### src/rtl/slice_cfg_writer_pkg.sv
// Shared types, constants and CRC step function for the slice configuration writer.
// Latency: n/a (package only).
// Backpressure: n/a.
package slice_cfg_pkg;

    typedef enum logic [1:0] {
        ST_IDLE   = 2'd0,
        ST_SHIFT  = 2'd1,
        ST_TRAIL  = 2'd2,
        ST_COMMIT = 2'd3
    } state_t;

    localparam int          CFG_WORD_W = 16;
    localparam logic [15:0] CRC_POLY   = 16'h1021;
    localparam logic [15:0] CRC_INIT   = 16'hFFFF;

    // One MSB-first CRC-16-CCITT step (no reflection, no final XOR).
    function automatic logic [15:0] crc16_bit(input logic [15:0] crc, input logic b_in);
        logic fb;
        fb = crc[15] ^ b_in;
        return {crc[14:0], 1'b0} ^ (fb ? CRC_POLY : 16'h0000);
    endfunction

endpackage

### src/rtl/slice_cfg_writer_if.sv
// Word-input / serial-chain bundle between the config controller and the writer.
// Latency: n/a (wires only).
// Backpressure: din_valid/din_ready handshake; the chain side has no backpressure.
// master: controller side (drives din/din_valid/din_last); slave: writer side.
interface slice_cfg_writer_if;
    import slice_cfg_pkg::*;

    logic [CFG_WORD_W-1:0] din;
    logic                  din_valid;
    logic                  din_last;
    logic                  din_ready;
    logic                  cfg_sdo;
    logic                  cfg_sen;
    logic                  cfg_update;
    logic                  busy;
    logic                  err;

    modport master (
        output din, din_valid, din_last,
        input  din_ready, cfg_sdo, cfg_sen, cfg_update, busy, err
    );

    modport slave (
        input  din, din_valid, din_last,
        output din_ready, cfg_sdo, cfg_sen, cfg_update, busy, err
    );

endinterface

### src/rtl/slice_cfg_writer_crc16.sv
// Bit-serial CRC-16-CCITT register with synchronous clear and enable.
// Latency: each enabled bit is folded in at the clock edge; o_crc is registered.
// Backpressure: none (follows i_en).
// Ports: i_clk, i_rst_n, i_clr (reload init), i_en (absorb i_bit), i_bit, o_crc.
module slice_cfg_crc16
    import slice_cfg_pkg::*;
(
    input  logic        i_clk,
    input  logic        i_rst_n,
    input  logic        i_clr,
    input  logic        i_en,
    input  logic        i_bit,
    output logic [15:0] o_crc
);

    logic [15:0] r_crc;

    always_ff @(posedge i_clk or negedge i_rst_n) begin
        if (!i_rst_n) begin
            r_crc <= CRC_INIT;
        end else if (i_clr) begin
            r_crc <= CRC_INIT;
        end else if (i_en) begin
            r_crc <= crc16_bit(r_crc, i_bit);
        end
    end

    assign o_crc = r_crc;

endmodule

### src/rtl/slice_cfg_writer.sv
// Shifts 16-bit LUT words MSB-first onto the slice chain and commits each frame with one update pulse.
// Latency: word accepted in cycle t drives cfg_sdo in t+1..t+16; update in t_last+17 (CRC build: trailer accept +1).
// Backpressure: din_ready only in IDLE, on a word's final bit, while stalled, and in TRAIL; a missing word stalls the chain.
// Ports: i_clk, i_rst_n (async active-low), io_bus (slave modport: din/din_valid/din_last/din_ready,
//        cfg_sdo/cfg_sen/cfg_update, busy, err). Parameter N_WORDS = words per frame (1..256).
// Build option: define SLICE_CFG_CRC_EN to add the CRC trailer word check (TRAIL state).
module slice_cfg_writer
    import slice_cfg_pkg::*;
#(
    parameter int N_WORDS = 8
) (
    input  logic               i_clk,
    input  logic               i_rst_n,
    slice_cfg_writer_if.slave  io_bus
);

    localparam int              CNT_W    = (N_WORDS > 1) ? $clog2(N_WORDS) : 1;
    localparam logic [CNT_W-1:0] LAST_IDX = CNT_W'(N_WORDS - 1);

    state_t                r_state;
    logic [CFG_WORD_W-1:0] r_sreg;
    logic [3:0]            r_bitcnt;     // index of the bit currently on cfg_sdo
    logic [CNT_W-1:0]      r_wordcnt;
    logic                  r_last_flag;  // current word carried din_last
    logic                  r_ready;
    logic                  r_sdo;
    logic                  r_sen;
    logic                  r_update;
    logic                  r_busy;
    logic                  r_err;

    logic w_accept;
    logic w_final;
    logic w_len_err;

    assign w_accept  = io_bus.din_valid & r_ready;
    // The current word ends the frame either by its LAST flag or by filling the chain.
    assign w_final   = r_last_flag | (r_wordcnt == LAST_IDX);
    assign w_len_err = (r_wordcnt != LAST_IDX) | ~r_last_flag;

`ifdef SLICE_CFG_CRC_EN
    logic [15:0] w_crc;
    logic        w_crc_bad;

    // Cleared throughout IDLE; absorbs exactly the bits driven with cfg_sen high.
    slice_cfg_crc16 u_crc (
        .i_clk   (i_clk),
        .i_rst_n (i_rst_n),
        .i_clr   (r_state == ST_IDLE),
        .i_en    (r_sen),
        .i_bit   (r_sdo),
        .o_crc   (w_crc)
    );

    assign w_crc_bad = (io_bus.din != w_crc);
`endif

    always_ff @(posedge i_clk or negedge i_rst_n) begin
        if (!i_rst_n) begin
            r_state     <= ST_IDLE;
            r_sreg      <= '0;
            r_bitcnt    <= '0;
            r_wordcnt   <= '0;
            r_last_flag <= 1'b0;
            r_ready     <= 1'b0;
            r_sdo       <= 1'b0;
            r_sen       <= 1'b0;
            r_update    <= 1'b0;
            r_busy      <= 1'b0;
            r_err       <= 1'b0;
        end else begin
            r_update <= 1'b0;
            case (r_state)
                ST_IDLE: begin
                    r_ready <= 1'b1;
                    if (w_accept) begin
                        r_sdo       <= io_bus.din[CFG_WORD_W-1];
                        r_sreg      <= {io_bus.din[CFG_WORD_W-2:0], 1'b0};
                        r_bitcnt    <= '0;
                        r_sen       <= 1'b1;
                        r_ready     <= 1'b0;
                        r_last_flag <= io_bus.din_last;
                        r_wordcnt   <= '0;
                        r_err       <= 1'b0;
                        r_busy      <= 1'b1;
                        r_state     <= ST_SHIFT;
                    end
                end

                ST_SHIFT: begin
                    if (r_sen && (r_bitcnt != 4'd15)) begin
                        r_sdo    <= r_sreg[CFG_WORD_W-1];
                        r_sreg   <= {r_sreg[CFG_WORD_W-2:0], 1'b0};
                        r_bitcnt <= r_bitcnt + 4'd1;
                        // Open the input for the final bit only if another word belongs to this frame.
                        r_ready  <= (r_bitcnt == 4'd14) & ~w_final;
                    end else if (w_accept) begin
                        // r_ready is never raised on a final word, so this is always a continuation.
                        r_sdo       <= io_bus.din[CFG_WORD_W-1];
                        r_sreg      <= {io_bus.din[CFG_WORD_W-2:0], 1'b0};
                        r_bitcnt    <= '0;
                        r_sen       <= 1'b1;
                        r_ready     <= 1'b0;
                        r_last_flag <= io_bus.din_last;
                        r_wordcnt   <= r_wordcnt + 1'b1;
                    end else if (w_final) begin
                        r_sen <= 1'b0;
                        r_sdo <= 1'b0;
                        r_err <= w_len_err;
`ifdef SLICE_CFG_CRC_EN
                        r_ready <= 1'b1;
                        r_state <= ST_TRAIL;
`else
                        r_ready  <= 1'b0;
                        r_update <= ~w_len_err;
                        r_state  <= ST_COMMIT;
`endif
                    end else begin
                        // Stall: chain idles, input stays open until the next word shows up.
                        r_sen <= 1'b0;
                        r_sdo <= 1'b0;
                    end
                end

`ifdef SLICE_CFG_CRC_EN
                ST_TRAIL: begin
                    // Trailer is compared, never shifted; its LAST flag is irrelevant.
                    if (w_accept) begin
                        r_ready  <= 1'b0;
                        r_err    <= r_err | w_crc_bad;
                        r_update <= ~(r_err | w_crc_bad);
                        r_state  <= ST_COMMIT;
                    end
                end
`endif

                ST_COMMIT: begin
                    r_busy  <= 1'b0;
                    r_ready <= 1'b1;
                    r_state <= ST_IDLE;
                end

                default: begin
                    r_state <= ST_IDLE;
                end
            endcase
        end
    end

    assign io_bus.din_ready  = r_ready;
    assign io_bus.cfg_sdo    = r_sdo;
    assign io_bus.cfg_sen    = r_sen;
    assign io_bus.cfg_update = r_update;
    assign io_bus.busy       = r_busy;
    assign io_bus.err        = r_err;

endmodule
### src/flat_wrapper.sv
// flat-port wrapper written by rule: the top's interface ports become plain ports
module slice_cfg_writer_flat import slice_cfg_pkg::*;
#(
    parameter int N_WORDS = 8
)
  (i_clk, i_rst_n, io_bus_din, io_bus_din_valid, io_bus_din_last, io_bus_din_ready, io_bus_cfg_sdo, io_bus_cfg_sen, io_bus_cfg_update, io_bus_busy, io_bus_err);
  slice_cfg_writer_if io_bus_i ();
  input  logic i_clk;
  input  logic i_rst_n;
  input wire logic [$bits(io_bus_i.din)-1:0] io_bus_din;
  input wire logic [$bits(io_bus_i.din_valid)-1:0] io_bus_din_valid;
  input wire logic [$bits(io_bus_i.din_last)-1:0] io_bus_din_last;
  output wire logic [$bits(io_bus_i.din_ready)-1:0] io_bus_din_ready;
  output wire logic [$bits(io_bus_i.cfg_sdo)-1:0] io_bus_cfg_sdo;
  output wire logic [$bits(io_bus_i.cfg_sen)-1:0] io_bus_cfg_sen;
  output wire logic [$bits(io_bus_i.cfg_update)-1:0] io_bus_cfg_update;
  output wire logic [$bits(io_bus_i.busy)-1:0] io_bus_busy;
  output wire logic [$bits(io_bus_i.err)-1:0] io_bus_err;
  assign io_bus_i.din = io_bus_din;
  assign io_bus_i.din_valid = io_bus_din_valid;
  assign io_bus_i.din_last = io_bus_din_last;
  assign io_bus_din_ready = io_bus_i.din_ready;
  assign io_bus_cfg_sdo = io_bus_i.cfg_sdo;
  assign io_bus_cfg_sen = io_bus_i.cfg_sen;
  assign io_bus_cfg_update = io_bus_i.cfg_update;
  assign io_bus_busy = io_bus_i.busy;
  assign io_bus_err = io_bus_i.err;
  slice_cfg_writer #(.N_WORDS(N_WORDS)) u_core (.i_clk(i_clk), .i_rst_n(i_rst_n), .io_bus(io_bus_i));
endmodule
### config.mk
export PLATFORM = sky130hd
export DESIGN_NAME = slice_cfg_writer_flat
export DESIGN_NICKNAME = d
export VERILOG_FILES = /design/src/rtl/slice_cfg_writer_pkg.sv /design/src/rtl/slice_cfg_writer_if.sv /design/src/rtl/slice_cfg_writer_crc16.sv /design/src/rtl/slice_cfg_writer.sv /design/src/flat_wrapper.sv
export SDC_FILE = /design/constraint.sdc
export NUM_CORES = 1
export LEC_CHECK = 0
export CAP_MARGIN = 20
export CORE_ASPECT_RATIO = 0.8
export CORE_MARGIN = 2
export CORE_UTILIZATION = 53
export DETAILED_ROUTE_END_ITERATION = 10
export PLACE_DENSITY = 0.82
export SLEW_MARGIN = 0
export SYNTH_ARGS = -nofsm -noshare
export SYNTH_HDL_FRONTEND = slang
export SYNTH_HIERARCHICAL = 1
export SYNTH_SLANG_ARGS = --single-unit
### constraint.sdc
create_clock -name i_clk -period 2.16 [get_ports i_clk]
set_input_delay 0.432 -clock i_clk [delete_from_list [all_inputs] [get_ports i_clk]]
set_output_delay 0.432 -clock i_clk [all_outputs]
set_load 0.02 [all_outputs]
== After elaboration in Yosys (flattened, before gate mapping) ==
Index checks and enable logic that the tools add are counted.
Storage, ports and cells
  register bits: 32
  input bits: 20
  output and inout port bits: 6
  logic and storage cells: 86
Operators by class
  add/sub/neg operators: 2
  equality and inequality tests: 12
  muxes and demuxes: 41
  bitwise operators: 7
  reductions and logical operators: 13
Operators by type and width (number)
  $mux 16: 2
  $pmux 16 s2: 1
  $mux 1: 20
  $pmux 1 s2: 5
  $mux 3: 3
  $mux 2: 4
  $mux 4: 2
  $pmux 4 s2: 1
  $reduce_and 2->1: 4
  $reduce_and 4->1: 2
  $ne 2x1->1 const B: 3
  $pmux 3 s2: 1
  $reduce_and 5->1: 1
  $add 4x1->4 const B: 1
  $eq 4x4->1 const B: 1
  $ne 2x2->1 const B: 2
  $ne 4x1->1 const B: 1
  $ne 4x4->1 const B: 1
  $pmux 2 s2: 1
  $reduce_bool 2->1: 2
  $add 3x1->3 const B: 1
  $eq 3x3->1 const B: 1
  $ne 3x3->1 const B: 1
  $not 1->1: 3
  9 further kinds: 11

== Longest topological paths before layout ==
  word-level depth: 7
  mapped depth: 6
  gate-level depth less buffers: 5

== Worst setup path after synthesis ==
No wires, ideal clock.
  path kind: flip-flop to flip-flop
  start point: reg u_core.r_wordcnt[0]
  end point: reg u_core.r_ready (netlist: u_core/io_bus.din_ready)
  library setup time: 0.104 ns
  data arrival time: 1.583 ns
  required time: 2.056 ns
  slack: 0.473 ns
  stages on the path, launching flop included: 6
  path buffers: 0
  clock period less this slack: 1.687 ns
  cell sequence: dfrtp_1 -> ha_1 -> ha_1 -> or2_1 -> o41a_1 -> a221oi_1
Between the ends
  word-level cells in the longest chain between the ends: 6
  elaborated cells between the ends (all ways): 8
  classes of those cells: eq/ne (2); mux (2); bitwise (3); reduce/logical (1)
Ends and longest elaborated chain
  start: declaration: line slice_cfg_writer.sv:23  | logic [CNT_W-1:0] r_wordcnt;
  start signal: assignment: line slice_cfg_writer.sv:105  | r_wordcnt <= r_wordcnt + 1'b1;
  $eq 3x3->1 (*): line slice_cfg_writer.sv:38  | assign w_final = r_last_flag | (r_wordcnt == LAST_IDX);
  $or 1x1->1 (*): line slice_cfg_writer.sv:38
  $not 1->1: line slice_cfg_writer.sv:96  | r_ready <= (r_bitcnt == 4'd14) & ~w_final;
  $and 1x1->1: line slice_cfg_writer.sv:96
  $mux 1: line slice_cfg_writer.sv:91  | if (r_sen && (r_bitcnt != 4'd15)) begin
  $pmux 1 s3: line slice_cfg_writer.sv:73  | case (r_state)
  end signal: assignment: line slice_cfg_writer.sv:96
  end: declaration: line slice_cfg_writer.sv:25  | logic r_ready;
Every way passes the cells marked *; elsewhere a longest branch is shown, timed or not.
A chain may end at the register's enable or synchronous reset.

== Worst setup path in the final report ==
Ends and elaborated chain as after synthesis.

==> flow_summary.toml <==
[worst_setup_path]
required_ns = 2.34
crit_arrival_ns = 1.99
crit_path_start_kind = "register"
critPathMaxFanout = 4
path_class = "register to register"
worst_setup_path_end_kind = "register"

[grt]
overflow = 0
grt_pass1_wl_um = 5860
grt.total_usage_pct = 21.8
grt_pass1_vias = 1267
antenna_found_initial = 0
grt_max_degree = 33

[timing]
hold_ws_ns = 0.509
tightest_slew_ns = 0.472
hold_viol = 0
finalSetupTns_ns = 0
grt_setup_unrepaired = "no"
fin_skew_ns = 0.00639
timing.final.ws_setup_ns = 0.345
timing.slew.headroom_pct = 68.5
setup_viol = 0
min_period_ns = 1.81
finalMaxSlewViolations = 0
fmax_mhz = 551
fin_crit_sh_pct = 84.0

[drt]
via_per_inst = 6.07
routed_wl_um = 3600
ant_nets = 0
wl_per_cell_um = 15.7
dr_total_vias = 1391
drt-initial-drc-count = 70
drt_first_pass_iters = 4
remaining_drc_errors = 0

[clock_tree]
cts_resized = 0
cts_tree = "done"
clk_pin_slew_ns = 0.07
cts_max_path_buffers = 2
post-cts-setup-buffers = 0
postCtsHoldBufs = 0
insertion_delay_ns = 0.28
cts_sinks = 32
cts-root-buf = "clkbuf_8"
cts_made_buffers = 5
htreeDepth = 2

[floorplanning]
ios = 26
rows = 18
core_area_mm2 = 0.00306
die_x_um = 67.3
fp.dieArea_mm2 = 0.00368
start_util_pct = 55.5
die_y_um = 54.6

[synthesis]
async_flop_share_pct = 100
syn_area_mm2 = 0.00170
yosysWarningCount = 6
synth-seq-cells = 32
synthCells = 162
ys_seq_area_share_pct = 47.1
yosysUniqueCellTypes = 37
synth_edf_count = 0
synth_fp_nets = 186
avgSynthCellArea_um2 = 10.5
synth_ff_type = "dfrtp_1"

[final_layout]
final_nets = 212
drive_gt1_share_pct = 12.7
fill_cells = 247
finalInstanceArea_mm2 = 0.00207
layout_commonest_cell = "dfrtp_1"
area_delta_synth_final_pct = 21.6
antenna_cells = 0
fin_cells = 229
final_cell_mix = "dfrtp_1, clkdlybuf4s50_1, mux2i_1, nand4_1, nand2_1"

[placement]
hpwl_um = 2500
port_buffers = 25
pre_cts_ws_ns = 0.249
place_inst = 221
globalplace.congestion = 0.848
dpl_cell_area_mm2 = 0.00198

[power]
p_per_area_mw_per_mm2 = 1470
peakVddDrop_v = 0.000648
p_leak_nw = 0.977

[min_path]
holdCritPathClass = "register to register"

[outcome]
status = "finished, final reports clean"

[run]
cap_violations = 0
## report_power, final
part | switching, mW | internal, mW | total, mW | leakage, nW
Clock | 0.204 | 0.260 | 0.464 | 0.0455
Sequential | 0.214 | 0.838 | 1.05 | 0.396
Combinational | 0.877 | 0.646 | 1.52 | 0.536
Total | 1.30 | 1.74 | 3.04 | 0.977
## cell usage after synthesis (3+ instances only)
master,number,share of area [%]
nand4_1,18,6.6
nor2_1,4,0.88
ha_1,4,2.9
inv_1,6,1.3
mux2i_1,18,11
clkbuf_1,6,1.3
o21ai_0,9,2.7
o21ai_2,9,4.6
buf_2,4,1.2
a21oi_1,4,1.2
dfrtp_1,32,47
o311ai_0,4,2.1
nand2_1,15,3.3
nand3_1,3,0.88
## final timing paths
kind	endpoint	start	slack (ns)	cells past startpoint
max in group asynchronous	u_core/r_sreg[4]$_DFFE_PN0P_	i_rst_n	1.32	2
setup / recovery	u_core/io_bus.din_ready$_DFFE_PN0P_	u_core/r_wordcnt[0]$_DFFE_PN0P_	0.35	5
min in group asynchronous	u_core/r_bitcnt[2]$_DFFE_PN0P_	i_rst_n	0.55	2
hold / removal	u_core/r_sreg[0]$_DFFE_PN0P_	u_core/r_sreg[0]$_DFFE_PN0P_	0.51	2
hold reg to reg	u_core/r_sreg[0]$_DFFE_PN0P_	u_core/r_sreg[0]$_DFFE_PN0P_	0.51	2
setup reg to reg	u_core/io_bus.din_ready$_DFFE_PN0P_	u_core/r_wordcnt[0]$_DFFE_PN0P_	0.35	5
## registers in the layout (all words and copies together), names as in the netlist
signal / count
u_core/io_bus.cfg_sdo: 1
u_core/io_bus.cfg_update: 1
u_core/r_sreg: 16
u_core/r_wordcnt: 3
u_core/io_bus.cfg_sen: 1
u_core/r_state: 2
u_core/io_bus.busy: 1
u_core/r_bitcnt: 4
u_core/r_last_flag: 1
u_core/io_bus.err: 1
u_core/io_bus.din_ready: 1
## critical path, cell delays in order (launching register included)
cell      delay [ns]
dfrtp_1         0.41
ha_1            0.21
ha_1            0.19
or2_1           0.28
o41a_1          0.38
a221oi_1        0.25
## metrics by stage
step	utilization, %	power [mW]
after floorplan	-	2.19
after global placement	64.5	2.48
after detailed placement	64.5	2.57
after CTS	67.4	3.05
after global routing	67.4	3.27
final	67.4	3.04
## logic make-up (layout without fill, tap and decap cells)
group | count (synthesis) | after routing | share of synthesized area, %
compound gates | 37 | 37 | 16.1
flops | 32 | 32 | 47.1
mux | 19 | 19 | 11.3
buf+inv | 19 | 46 | 5.82
simple gates | 50 | 50 | 16.3
fa+ha+maj | 4 | 4 | 2.95
xor+xnor | 1 | 1 | 0.516
## final cells by class
class / instances / area, um^2 / area share, %
flip-flops and latches: 32 / 801 / 38.8
multi-input cells: 111 / 800 / 38.7
repair buffers: 32 / 303 / 14.7
clock buffers: 8 / 90.1 / 4.36
well taps: 40 / 50.0 / 2.42
inverters: 6 / 22.5 / 1.09
## per-layer routing
layer	share of wire, %	global-route usage, %	up-vias
li1	-	-	658
met1	43	28.7	685
met2	51	36.5	46
met3	6.1	5.14	2
met4	0.28	6.12	0
met5	0	0	-
(Power assumes the default switching activity.)
